==> config.mk <==
export PLATFORM = sky130hd
export DESIGN_NAME = next_pc_ctrl
export DESIGN_NICKNAME = d
export VERILOG_FILES = /design/src/rtl/pcpu_pkg.sv /design/src/rtl/btb_table.sv /design/src/rtl/next_pc_ctrl.sv
export SDC_FILE = /design/constraint.sdc
export NUM_CORES = 1
export LEC_CHECK = 0
export ABC_AREA = 1
export BUFFER_PORTS_ARGS = -buffer_cell sky130_fd_sc_hd__buf_4
export CAP_MARGIN = 15
export CORE_ASPECT_RATIO = 0.9
export CORE_UTILIZATION = 42
export CTS_BUF_LIST = sky130_fd_sc_hd__clkbuf_4 sky130_fd_sc_hd__clkbuf_8
export CTS_CLUSTER_DIAMETER = 40
export DETAILED_ROUTE_END_ITERATION = 10
export PLACE_DENSITY_LB_ADDON = 0.2
export SYNTH_ARGS = -nofsm -noshare
export SYNTH_HDL_FRONTEND = slang
export SYNTH_SLANG_ARGS = --single-unit
export TNS_END_PERCENT = 5
==> constraint.sdc <==
create_clock -name clk -period 1.4 [get_ports clk]
set_input_delay 0.07 -clock clk [delete_from_list [all_inputs] [get_ports clk]]
set_output_delay 0.07 -clock clk [all_outputs]
set_load 0.02 [all_outputs]
==> src/rtl/pcpu_pkg.sv <==
// rtl/pcpu_pkg.sv - shared types and constants for the next-PC controller and its BTB
package pcpu_pkg;

   typedef enum logic [1:0] {
      BOOT  = 2'd0,
      RUN   = 2'd1,
      STALL = 2'd2
   } pc_state_e;

   localparam logic [31:0] PC_STEP = 32'd4;

   // Tag is stored zero-extended in the widest form (1-entry table); narrower tables leave the top bits zero.
   typedef struct packed {
      logic        valid;
      logic [29:0] tag;
      logic [31:0] target;
   } btb_entry_t;

endpackage

==> src/rtl/btb_table.sv <==
// rtl/btb_table.sv - direct-mapped branch target buffer, combinational lookup, registered update
module btb_table #(
   parameter int ENTRIES = 4
) (
   input  logic        clk,
   input  logic        reset,
   input  logic [31:0] lookup_pc,
   output logic        hit,
   output logic [31:0] hit_target,
   input  logic        upd_valid,
   input  logic        upd_taken,
   input  logic        upd_pred_taken,
   input  logic [31:0] upd_pc,
   input  logic [31:0] upd_target
);
   import pcpu_pkg::*;

   localparam int IDX_W = $clog2(ENTRIES);

   btb_entry_t       table_q [ENTRIES];
   btb_entry_t       table_d [ENTRIES];
   logic [IDX_W-1:0] lk_idx;
   logic [IDX_W-1:0] up_idx;
   logic [29:0]      lk_tag;
   logic [29:0]      up_tag;
   logic             unused_lsbs;

   assign lk_idx      = lookup_pc[IDX_W+1:2];
   assign up_idx      = upd_pc[IDX_W+1:2];
   assign lk_tag      = 30'(lookup_pc >> (IDX_W + 2));
   assign up_tag      = 30'(upd_pc >> (IDX_W + 2));
   assign unused_lsbs = ^{lookup_pc[1:0], upd_pc[1:0]};

   // Lookup reads the pre-update contents; a same-index update lands for the next cycle.
   assign hit        = table_q[lk_idx].valid && (table_q[lk_idx].tag == lk_tag);
   assign hit_target = table_q[lk_idx].target;

   always_comb begin
      table_d = table_q;
      if (upd_valid && upd_taken) begin
         table_d[up_idx] = '{valid: 1'b1, tag: up_tag, target: upd_target};
      end else if (upd_valid && !upd_taken && upd_pred_taken &&
                   table_q[up_idx].valid && (table_q[up_idx].tag == up_tag)) begin
         table_d[up_idx].valid = 1'b0;
      end
   end

   always_ff @(posedge clk or posedge reset) begin
      if (reset) begin
         for (int i = 0; i < ENTRIES; i++) begin
            table_q[i] <= '0;
         end
      end else begin
         table_q <= table_d;
      end
   end

endmodule

==> src/rtl/next_pc_ctrl.sv <==
// rtl/next_pc_ctrl.sv - next-PC arbitration (mispredict > jump > stall > sequential) with IF/ID flushes
// Optional branch target buffer enabled by defining BTB_EN.
module next_pc_ctrl #(
   parameter logic [31:0] RESET_PC    = 32'h00000000,
   parameter int          BTB_ENTRIES = 4
) (
   input  logic        clk,
   input  logic        reset,
   input  logic [31:0] pc,
   input  logic        stall,
   input  logic        jump,
   input  logic [31:0] jump_target,
   input  logic        br_valid,
   input  logic        br_taken,
   input  logic [31:0] br_pc,
   input  logic [31:0] br_target,
   input  logic        br_pred_taken,
   output logic [31:0] next_pc,
   output logic        pc_write,
   output logic        pred_taken,
   output logic        flush_if,
   output logic        flush_id
);
   import pcpu_pkg::*;

   pc_state_e   state_q, state_d;
   logic [31:0] next_pc_q, next_pc_d;
   logic        pc_write_q, pc_write_d;
   logic        pred_taken_q, pred_taken_d;
   logic        flush_if_q, flush_if_d;
   logic        flush_id_q, flush_id_d;

   logic        btb_hit;
   logic [31:0] btb_target;
   logic        eff_pred;
   logic        mispredict;
   logic [31:0] redirect_pc;

`ifdef BTB_EN
   btb_table #(
      .ENTRIES(BTB_ENTRIES)
   ) u_btb (
      .clk            (clk),
      .reset          (reset),
      .lookup_pc      (pc),
      .hit            (btb_hit),
      .hit_target     (btb_target),
      .upd_valid      (br_valid),
      .upd_taken      (br_taken),
      .upd_pred_taken (br_pred_taken),
      .upd_pc         (br_pc),
      .upd_target     (br_target)
   );
   assign eff_pred = br_pred_taken;
`else
   // Without a BTB every fetch is predicted not-taken, so the carried prediction is meaningless.
   localparam int unused_btb_entries = BTB_ENTRIES;
   logic unused_pred;
   assign unused_pred = br_pred_taken;
   assign btb_hit     = 1'b0;
   assign btb_target  = 32'h0;
   assign eff_pred    = 1'b0;
`endif

   assign mispredict  = br_valid && (br_taken != eff_pred);
   assign redirect_pc = br_taken ? br_target : br_pc + PC_STEP;

   always_ff @(posedge clk or posedge reset) begin
      if (reset) begin
         state_q      <= BOOT;
         next_pc_q    <= RESET_PC;
         pc_write_q   <= 1'b0;
         pred_taken_q <= 1'b0;
         flush_if_q   <= 1'b0;
         flush_id_q   <= 1'b0;
      end else begin
         state_q      <= state_d;
         next_pc_q    <= next_pc_d;
         pc_write_q   <= pc_write_d;
         pred_taken_q <= pred_taken_d;
         flush_if_q   <= flush_if_d;
         flush_id_q   <= flush_id_d;
      end
   end

   always_comb begin
      state_d = state_q;
      case (state_q)
         BOOT:    state_d = RUN;
         default: begin
            if (mispredict || jump) state_d = RUN;
            else if (stall)         state_d = STALL;
            else                    state_d = RUN;
         end
      endcase
   end

   // A mispredict outranks stall: the stalled instructions are on the squashed path.
   always_comb begin
      next_pc_d    = next_pc_q;
      pc_write_d   = 1'b0;
      pred_taken_d = 1'b0;
      flush_if_d   = 1'b0;
      flush_id_d   = 1'b0;
      case (state_q)
         BOOT: begin
            next_pc_d  = RESET_PC;
            pc_write_d = 1'b1;
         end
         default: begin
            if (mispredict) begin
               next_pc_d  = redirect_pc;
               pc_write_d = 1'b1;
               flush_if_d = 1'b1;
               flush_id_d = 1'b1;
            end else if (jump) begin
               next_pc_d  = jump_target;
               pc_write_d = 1'b1;
               flush_if_d = 1'b1;
            end else if (!stall) begin
               next_pc_d    = btb_hit ? btb_target : pc + PC_STEP;
               pc_write_d   = 1'b1;
               pred_taken_d = btb_hit;
            end
         end
      endcase
   end

   assign next_pc    = next_pc_q;
   assign pc_write   = pc_write_q;
   assign pred_taken = pred_taken_q;
   assign flush_if   = flush_if_q;
   assign flush_id   = flush_id_q;

endmodule

Word level (Yosys, flattened, before mapping)
Cells that the tools add are included.

cells by class
  add/sub/neg operators = 2
  $mul = 0
  divide/modulo/power cells = 0
  $lt $le $gt $ge = 0
  equal/unequal tests = 1
  shift-type cells = 0
  mux-type cells = 17
  bitwise gates (word level) = 0
  reductions and logical operators = 3

operators by type and width
  kind                     count
  $mux W32                 5
  $add A32 B3 Y32 const B  2
  $mux W1                  9
  $mux W2                  3
  $ne A4 B1 Y1 const B     1
  $logic_not A2 Y1         1
  $logic_and A1 B1 Y1      1
  $logic_or A1 B1 Y1       1

word-level totals
  flip-flop bits (word level) = 37
  bits in latches = 0
  memory bits (writable) = 0
  memory bits (read-only) = 0
  input bits = 135
  output and inout bits = 36
  logic and storage cells = 28
  memories = 0

Logic depth before layout (Yosys ltp)
Gate-level depths: netlist of the first run.

  depth in word-level cells = 5
  gate-level depth with buffers = 11
  depth with buffers taken out = 11

Worst setup path before layout of the first run
Ideal clock, no wire load.

  kind = register to register
  from = reg state_q[1]
  to = reg next_pc_q[11], in the netlist next_pc[11]
  setup time = 116 ps
  arrival time = 1233 ps
  data required time = 1284 ps
  setup slack = 51 ps
  cell stages (with the launch flop) = 9
  path buffers = 1
  cells stage by stage = dfrtp_1 > or2_2 > inv_1 > a21oi_4 > inv_2 > buf_6 > nor2_1 > nand2_1 > nand2_1

between the ends
  longest elaborated chain between the ends = 2
  elaborated cells on any way between the ends = 3

ends and longest elaborated chain
  what                                                RTL line             text
  start, declared                                     next_pc_ctrl.sv:26   pc_state_e state_q, state_d;
  start signal, assigned                              next_pc_ctrl.sv:77   state_q <= state_d;
  $logic_not A2 Y1 *                                  next_pc_ctrl.sv:105  case (state_q)
  $ne A4 B1 Y1 (no line) or $mux W32 (tied branches)  -
  end signal, assigned                                next_pc_ctrl.sv:78   next_pc_q <= next_pc_d;
  end, declared                                       next_pc_ctrl.sv:27   logic [31:0] next_pc_q, next_pc_d;

Mark *: on every way between the ends. The rest lies on a longest branch, timed or not.
A chain may end at the register's enable or synchronous reset.

Worst setup path in the final report of the first run
  from = reg state_q[1]
  to = reg next_pc_q[27], in the netlist next_pc[27]

The elaborated chain is that of the path after synthesis.

==> results.md, run 1 <==
- Outcome: completed
- Crit path launch type: flop
- Die area: 7520 sq um
- Register area share after synthesis: 30.72%
- Final wirelength: approximately 9700 um
- Drt initial violations: 232
- R2r startpoint: state_q[1]$_DFF_PP0_
- WHS Endpoint: next_pc[14]$_DFFE_PP0P_
- Most frequent cell after synthesis: nand2_1
- Worst Path Arrival: between 1000 and 1500 ps
- Initial DRT Pass Iterations: 4
- Total power: 3.536 mW
- Worst VDD drop: around 0.44 mV
- Min Tclk post-route: 1292 ps
- Final setup fails: 0
- Post-Syn Instances: 521
- Syn_area_per_cell: ~5.8 sq um
- Vias/cell: between 4 and 5
- Boundary Pins: roughly 170
- Reg power frac: 36.1%
- Global-route wire length before repair: roughly 16000 um
- Crit path max fanout: 8
- Vias: 3644
- Final core utilization: 65.30%
- Worst R2R End: next_pc[27]$_DFFE_PP0P_
- Min-Delay Path Class: in -> reg
- Leak pwr: 2.450 nW
- Final nets: 806
- Psw: 1.143 mW
- Tcrit/Tclk final: 92.31%
- Largest net degree at the start of global routing: 40
- FP Rows: 28
- H-tree Lvls: 2
- Chip Width: 91.30 um
- Number of synthesized flops with an enable pin: 0
- WP data required: ~1600 ps
- Critical Path Sink Type: flop
- Worst hold slack: 80.62 ps
- Crit Path Category: reg -> reg
- Commonest cells post-synth: nand2_1, nor2_1, inv_1, nand3_1, dfrtp_1
- Worst-Skew Late Latency: roughly 290 ps
- Cell Area, Synth: 3014 sq um
- Logic pwr share: 36.2%
- Placed cell count: 748
- I/O Buffers: 136
- # DRC: 0
- Clock share of power: 27.8%
- Vias in the first global route: between 3k and 4k
- GRT Total Usage: between 20% and 30%
- Share of cells above drive strength 1: 28.32%
- # fillers: 666
- Antenna cells: 0
- Sw Share: 32.32%
- DRT antenna net count: 0
- Worst r2r path cells: 8
- Fin Clk Skew: 8.393 ps
- Yosys reg bits: 37
- Worst path cell trace: or2_4, inv_4, a21oi_4, inv_4, clkbuf_16, nor2_1, nand2_1, nand2_1
- Ys Warns: 0
- Crit-path slowest cell: dfrtp_1
- Synth unique cells: 30
- Die height: 82.37 um
- Hold Path Stages: 5
- Wire per inst: 12.75 um
- Ranking of synthesized cells by area: dfrtp_1, nand2_1, nor2_1, nand3_1, inv_1
- Slew Viols, Final: 0
- Unrepaired setup endpoints after global routing: false
- PwrDens: 800.8 nW/um^2
- Initial antenna violation count: 0
- Asr flop ratio synth: 100.0%
- Non-filler instance count after layout: 761
- Primary FF master, synth: dfrtp_1
- Yosys top cell area share: 30.72%
- CTS tree: yes
- Fmax: 773.8 MHz
- Max cap viols: 0
- R2R Setup Slk: 110 ps
- Synth Net Count: between 600 and 700
- Total core area: ~6800 sq um
- Max incr delay on CP: approximately 370 ps
- Grt total ovfl: 0
- Area leader, netlist: dfrtp_1
- CTS Root Cell: clkbuf_8
- Clk slew on worst S/H paths: ~70 ps
- DP HPWL: slightly below 8000 um
- Global placement routability congestion: 0.9154
- P&R area growth vs syn: 46.49%
- CTS Sinks: 37
- Origin of the worst min-delay path: br_target[14]
- CTS buffer count: 5
- Starting density of the core: 44.58%
- Clk buf depth: 2
- Power Internal: 2.393 mW
- Hold Vio Cnt, Final: 0
[stage by stage]
| step | setup WS [ps] | cell area, sq um | TNS [ps] |
|---|---|---|---|
| 2_1_floorplan | 50.84 | 3014 | 0 |
| 3_5_place_dp | -62.87 | 4213 | -429.2 |
| 5_1_grt | 29.00 | 4415 | 0 |
| 3_3_place_gp | -1.749 | 4213 | -1.749 |
| 6_report | 107.7 | 4415 | 0 |
| 4_1_cts | 24.22 | 4343 | 0 |
[power groups by stage]
stage	Sequential, mW	Combinational (mW)	Clock, mW
finish	1.27	1.28	0.982
global route	1.29	1.40	1.04
CTS	1.27	1.24	0.994
detailed placement	1.29	1.24	0
global placement	1.29	1.22	0
floorplan	1.45	0.457	0
[layout by cell type (no fill, tap or decap), types with 3 or more instances in the layout]
| master | n |
|---|---|
| nand2_1 | 229 |
| inv_1 | 47 |
| nor2_2 | 3 |
| dfrtp_1 | 37 |
| or2_2 | 6 |
| inv_2 | 3 |
| buf_4 | 154 |
| a21oi_1 | 4 |
| xor2_1 | 4 |
| buf_12 | 3 |
| clkbuf_8 | 6 |
| nand3_1 | 39 |
| nor2_1 | 94 |
| o21ai_0 | 15 |
[flip-flops by register name, summed over array words and instances (netlist names)]
| name | cells |
|---|---|
| flush_if | 1 |
| state_q | 2 |
| next_pc | 32 |
| pc_write | 1 |
| flush_id | 1 |
[worst max path at each step]
stage,from,end,slack (ps),cells after the start
6_report,state_q[1]$_DFF_PP0_,next_pc[27]$_DFFE_PP0P_,110,8
5_1_grt,state_q[1]$_DFF_PP0_,next_pc[7]$_DFFE_PP0P_,30,8
4_1_cts,state_q[1]$_DFF_PP0_,next_pc[6]$_DFFE_PP0P_,20,8
3_5_place_dp,pc[2],next_pc[18]$_DFFE_PP0P_,-60,11
3_3_place_gp,pc[2],next_pc[18]$_DFFE_PP0P_,-2,11
2_1_floorplan,state_q[1]$_DFF_PP0_,next_pc[11]$_DFFE_PP0P_,50,8
[final cells by class]
cell class | instances | area [sq um] | area share (%)
Multi-Input combinational cell | 414 | 1780 | 40.32
Timing Repair Buffer | 160 | 1276 | 28.90
Sequential cell | 37 | 925.9 | 20.97
Inverter | 52 | 200.2 | 4.534
Tap cell | 90 | 112.6 | 2.550
Clock buffer | 7 | 90.09 | 2.040
Clock inverter | 1 | 30.03 | 0.6801
[logic make-up after synthesis]
logic type | Yosys count | synth area share [%]
xor+xnor | 5 | 1.453
flops | 37 | 30.72
other cells | 1 | 0.1244
fa+ha+maj | 1 | 0.4150
compound gates | 28 | 5.646
buf+inv | 70 | 10.29
simple gates | 379 | 51.35
[metal layers]
metal	GRT usage [%]	part of all wire [%]	vias to the layer above
met5	0	0	-
met4	6.825	1.3	0
met3	2.473	5.1	12
met2	44.70	46	127
met1	36.95	48	1625
li1	-	-	1880
[worst max-delay path: cells and delay by family, from the launching register on]
family,cells,cell delay [ps]
flip-flops,1,370
AO/OA/AOI/OAI,1,40
buffers and inverters,3,370
AND/OR/NAND/NOR,4,390
[what timing repair did]
item                                   4_1_cts  5_1_grt
setup buffers                                0        2
setup endpoints to repair                   23       19
gates cloned                                 0        2
hold buffers                                 1        0
gates resized for setup                      1        3
endpoints found under the hold margin       37        0
pin swaps                                    0        1
Power figures use the tool's default switching activity.
==> run 2, diff against run 1 <==
--- a/config.mk
+++ b/config.mk
@@ -6,13 +6,12 @@
 export NUM_CORES = 1
 export LEC_CHECK = 0
 export ABC_AREA = 1
-export BUFFER_PORTS_ARGS = -buffer_cell sky130_fd_sc_hd__buf_4
 export CAP_MARGIN = 15
-export CORE_ASPECT_RATIO = 0.9
-export CORE_UTILIZATION = 42
+export CORE_UTILIZATION = 51
 export CTS_BUF_LIST = sky130_fd_sc_hd__clkbuf_4 sky130_fd_sc_hd__clkbuf_8
 export CTS_CLUSTER_DIAMETER = 40
 export DETAILED_ROUTE_END_ITERATION = 10
+export DONT_BUFFER_PORTS = 1
 export PLACE_DENSITY_LB_ADDON = 0.2
 export SYNTH_ARGS = -nofsm -noshare
 export SYNTH_HDL_FRONTEND = slang
==> run 2 against run 1 <==
- clock skew up 0.77 ps
- clock power down 2.2%
- sequential power up 15%
- worst hold slack worse by 69 ps
- die area down 17%
- flip-flop and latch count unchanged
- critical path depth unchanged
- critical endpoint is now next_pc[29]$_DFFE_PP0P_
- register-to-register slack better by 20 ps
- final area down 26%
- final cell count down 21%
- setup slack better by 18 ps
==> results.md, run 2 (synthesis results as in run 1) <==
- DRT antenna net count: 0 (unchanged)
- Die area: 6221 sq um (was 7520 sq um)
- GRT Total Usage: 27.72% (was 26.50%)
- R2r startpoint: state_q[1]$_DFF_PP0_ (unchanged)
- Worst VDD drop: 0.5547 mV (was 0.4366 mV)
- Clk slew on worst S/H paths: 80 ps (was 70 ps)
- Initial DRT Pass Iterations: 4 (unchanged)
- Global placement routability congestion: 1.031 (was 0.9154)
- Slew Viols, Final: 0 (unchanged)
- Worst Path Arrival: 1450 ps (was 1470 ps)
- H-tree Lvls: 2 (unchanged)
- Largest register FFs: 32 (unchanged)
- Psw: 0.9814 mW (was 1.143 mW)
- Vias in the first global route: 2855 (was 3264)
- Worst-Skew Late Latency: 280 ps (was 290 ps)
- Logic pwr share: 19.5% (was 36.2%)
- Fmax: 784.6 MHz (was 773.8 MHz)
- Vias/cell: 5.212 (was 4.788)
- Die height: 78.88 um (was 82.37 um)
- Max incr delay on CP: 370 ps (about the same)
- FP Rows: 27 (was 28)
- Outcome: completed (unchanged)
- Crit path launch type: flop (unchanged)
- Tcrit/Tclk final: 91.04% (was 92.31%)
- Total power: 3.011 mW (was 3.536 mW)
- Antenna cells: 0 (unchanged)
- PwrDens: 916.2 nW/um^2 (was 800.8 nW/um^2)
- Clock share of power: 31.9% (was 27.8%)
- Initial antenna violation count: 0 (unchanged)
- Most frequent cells in the layout: nand2_1, nor2_1, inv_1 (was nand2_1, buf_4, nor2_1)
- Hold Vio Cnt, Final: 0 (unchanged)
- Final wirelength: 8298 um (was 9705 um)
- Crit-path slowest cell: dfrtp_1 (unchanged)
- DP HPWL: 6499 um (was 7758 um)
- Buf/Inv on CP: 3 (unchanged)
- Crit Path Category: reg -> reg (unchanged)
- CTS tree: yes (unchanged)
- Min-Delay Path Class: in -> reg (unchanged)
- CTS Root Cell: clkbuf_8 (unchanged)
- CP startpoint: state_q[1]$_DFF_PP0_ (unchanged)
- Origin of the worst min-delay path: jump_target[30] (was br_target[14])
- Final setup fails: 0 (unchanged)
- Share of cells above drive strength 1: 8.175% (was 28.32%)
- Most common cell after layout, fill and taps aside: nand2_1 (unchanged)
- Sw Share: 32.59% (was 32.32%)
- Min Tclk post-route: 1275 ps (was 1292 ps)
- Final nets: 661 (was 806)
- Clk buf depth: 2 (unchanged)
- Chip Width: 78.88 um (was 91.30 um)
- CTS buffer count: 5 (unchanged)
- CTS Sinks: 37 (unchanged)
- Critical Path Sink Type: flop (unchanged)
- Crit path max fanout: 18 (was 8)
- Starting density of the core: 53.75% (was 44.58%)
- Leak pwr: 1.745 nW (was 2.450 nW)
- Worst path cell trace: or2_4, inv_4, a21oi_4, inv_2, buf_12, nor2_1, nand2_1, nand2_1 (was or2_4, inv_4, a21oi_4, inv_4, clkbuf_16, nor2_1, nand2_1, nand2_1)
- Reg power frac: 48.6% (was 36.1%)
- Wire per inst: 13.88 um (was 12.75 um)
- Global-route wire length before repair: 13430 um (was 15530 um)
- Max cap viols: 0 (unchanged)
- # DRC: 0 (unchanged)
- Boundary Pins: 171 (unchanged)
- Total core area: 5608 sq um (was 6761 sq um)
- Fin Clk Skew: 9.162 ps (was 8.393 ps)
- Largest net degree at the start of global routing: 38 (was 40)
- Crit path max-delay family: simple AND/OR/NAND/NOR gates (unchanged)
- Unrepaired setup endpoints after global routing: false (unchanged)
- Grt total ovfl: 0 (unchanged)
- WP data required: 1570 ps (was 1580 ps)
- Final TNS setup: 0 ps (unchanged)
- Most Frequent Cell on Critical Path: nand2_1
- Power Internal: 2.030 mW (was 2.393 mW)
- P&R area growth vs syn: 9.049% (was 46.49%)
- Vias: 3117 (was 3644)
- Drt initial violations: 151 (was 232)
- I/O Buffers: 0 (was 136)
[run 2: changes by cell type in the layout (fill, tap and decap cells not counted), sizes merged]
| cell | change |
|---|---|
| buf | -145 |
| clkbuf | -2 |
| dlygate4sd3 | +1 |
| dlymetal6s4s | +1 |
[run 2: final cells by class]
class / count / area [sq um]
tap: 72 / 90.09
timing repair buffer: 15 / 172.7
fill: 574 / 2321
sequential: 37 / 925.9
clock inverter: 1 / 30.03
clock buffer: 7 / 90.09
multi-input combinational: 414 / 1780
inverter: 52 / 197.7
[run 2: path summary, 6_finish.rpt]
kind	end	slack, ps	cells after the start
hold / removal	next_pc[30]$_DFFE_PP0P_	10	4
max in group asynchronous	next_pc[30]$_DFFE_PP0P_	730	3
setup / recovery	next_pc[29]$_DFFE_PP0P_	130	8
min in group asynchronous	next_pc[19]$_DFFE_PP0P_	340	3
setup reg to reg	next_pc[29]$_DFFE_PP0P_	130	8
hold reg to reg	next_pc[12]$_DFFE_PP0P_	620	2
[run 2: tightest hold or removal path: stages]
cell	delay [ps]
a21oi_1	40
nand2_1	60
nand2_1	40
nand2_1	50
[run 2: routing by layer]
metal | wire, um | part of all wire [%] | up-vias | GRT usage, %
met1 | 3586 | 43 | 1376 | 37.40
met4 | 80 | 0.96 | 0 | 5.455
met3 | 864 | 10 | 9 | 7.816
met5 | 0 | 0 | - | 0
li1 | - | - | 1588 | -
met2 | 3767 | 45 | 144 | 44.43
[run 2: per-stage QoR]
| stage | hold WS, ps | utilization, % | std cells | area (sq um) | setup WS [ps] |
|---|---|---|---|---|---|
| after global routing | 31.96 | 58.61 | 598 | 3287 | 47.74 |
| final | 11.48 | 58.61 | 598 | 3287 | 125.4 |
| after global placement | 100.6 | 55.80 | 587 | 3129 | 44.96 |
| after detailed placement | 99.26 | 55.80 | 587 | 3129 | 6.838 |
| after CTS | 8.469 | 58.48 | 598 | 3279 | 43.39 |
| after floorplan | 212.2 | - | 521 | 3014 | 50.84 |
[run 2: power by group through the flow]
stage               combinational, mW  clock (mW)  sequential [mW]
finish                          0.588       0.960             1.46
global route                    0.679        1.02             1.47
global placement                0.560           0             1.48
CTS                             0.588       0.969             1.46
detailed placement              0.576           0             1.48
floorplan                       0.457           0             1.45
[run 2: what timing repair did]
| action | 4_1_cts | 5_1_grt |
|---|---|---|
| endpoints found under the hold margin | 39 | 0 |
| setup endpoints to repair | 1 | 10 |
| gates cloned | 0 | 0 |
| resized for setup | 1 | 3 |
| buffers inserted | 0 | 0 |
| hold buffers | 3 | 0 |
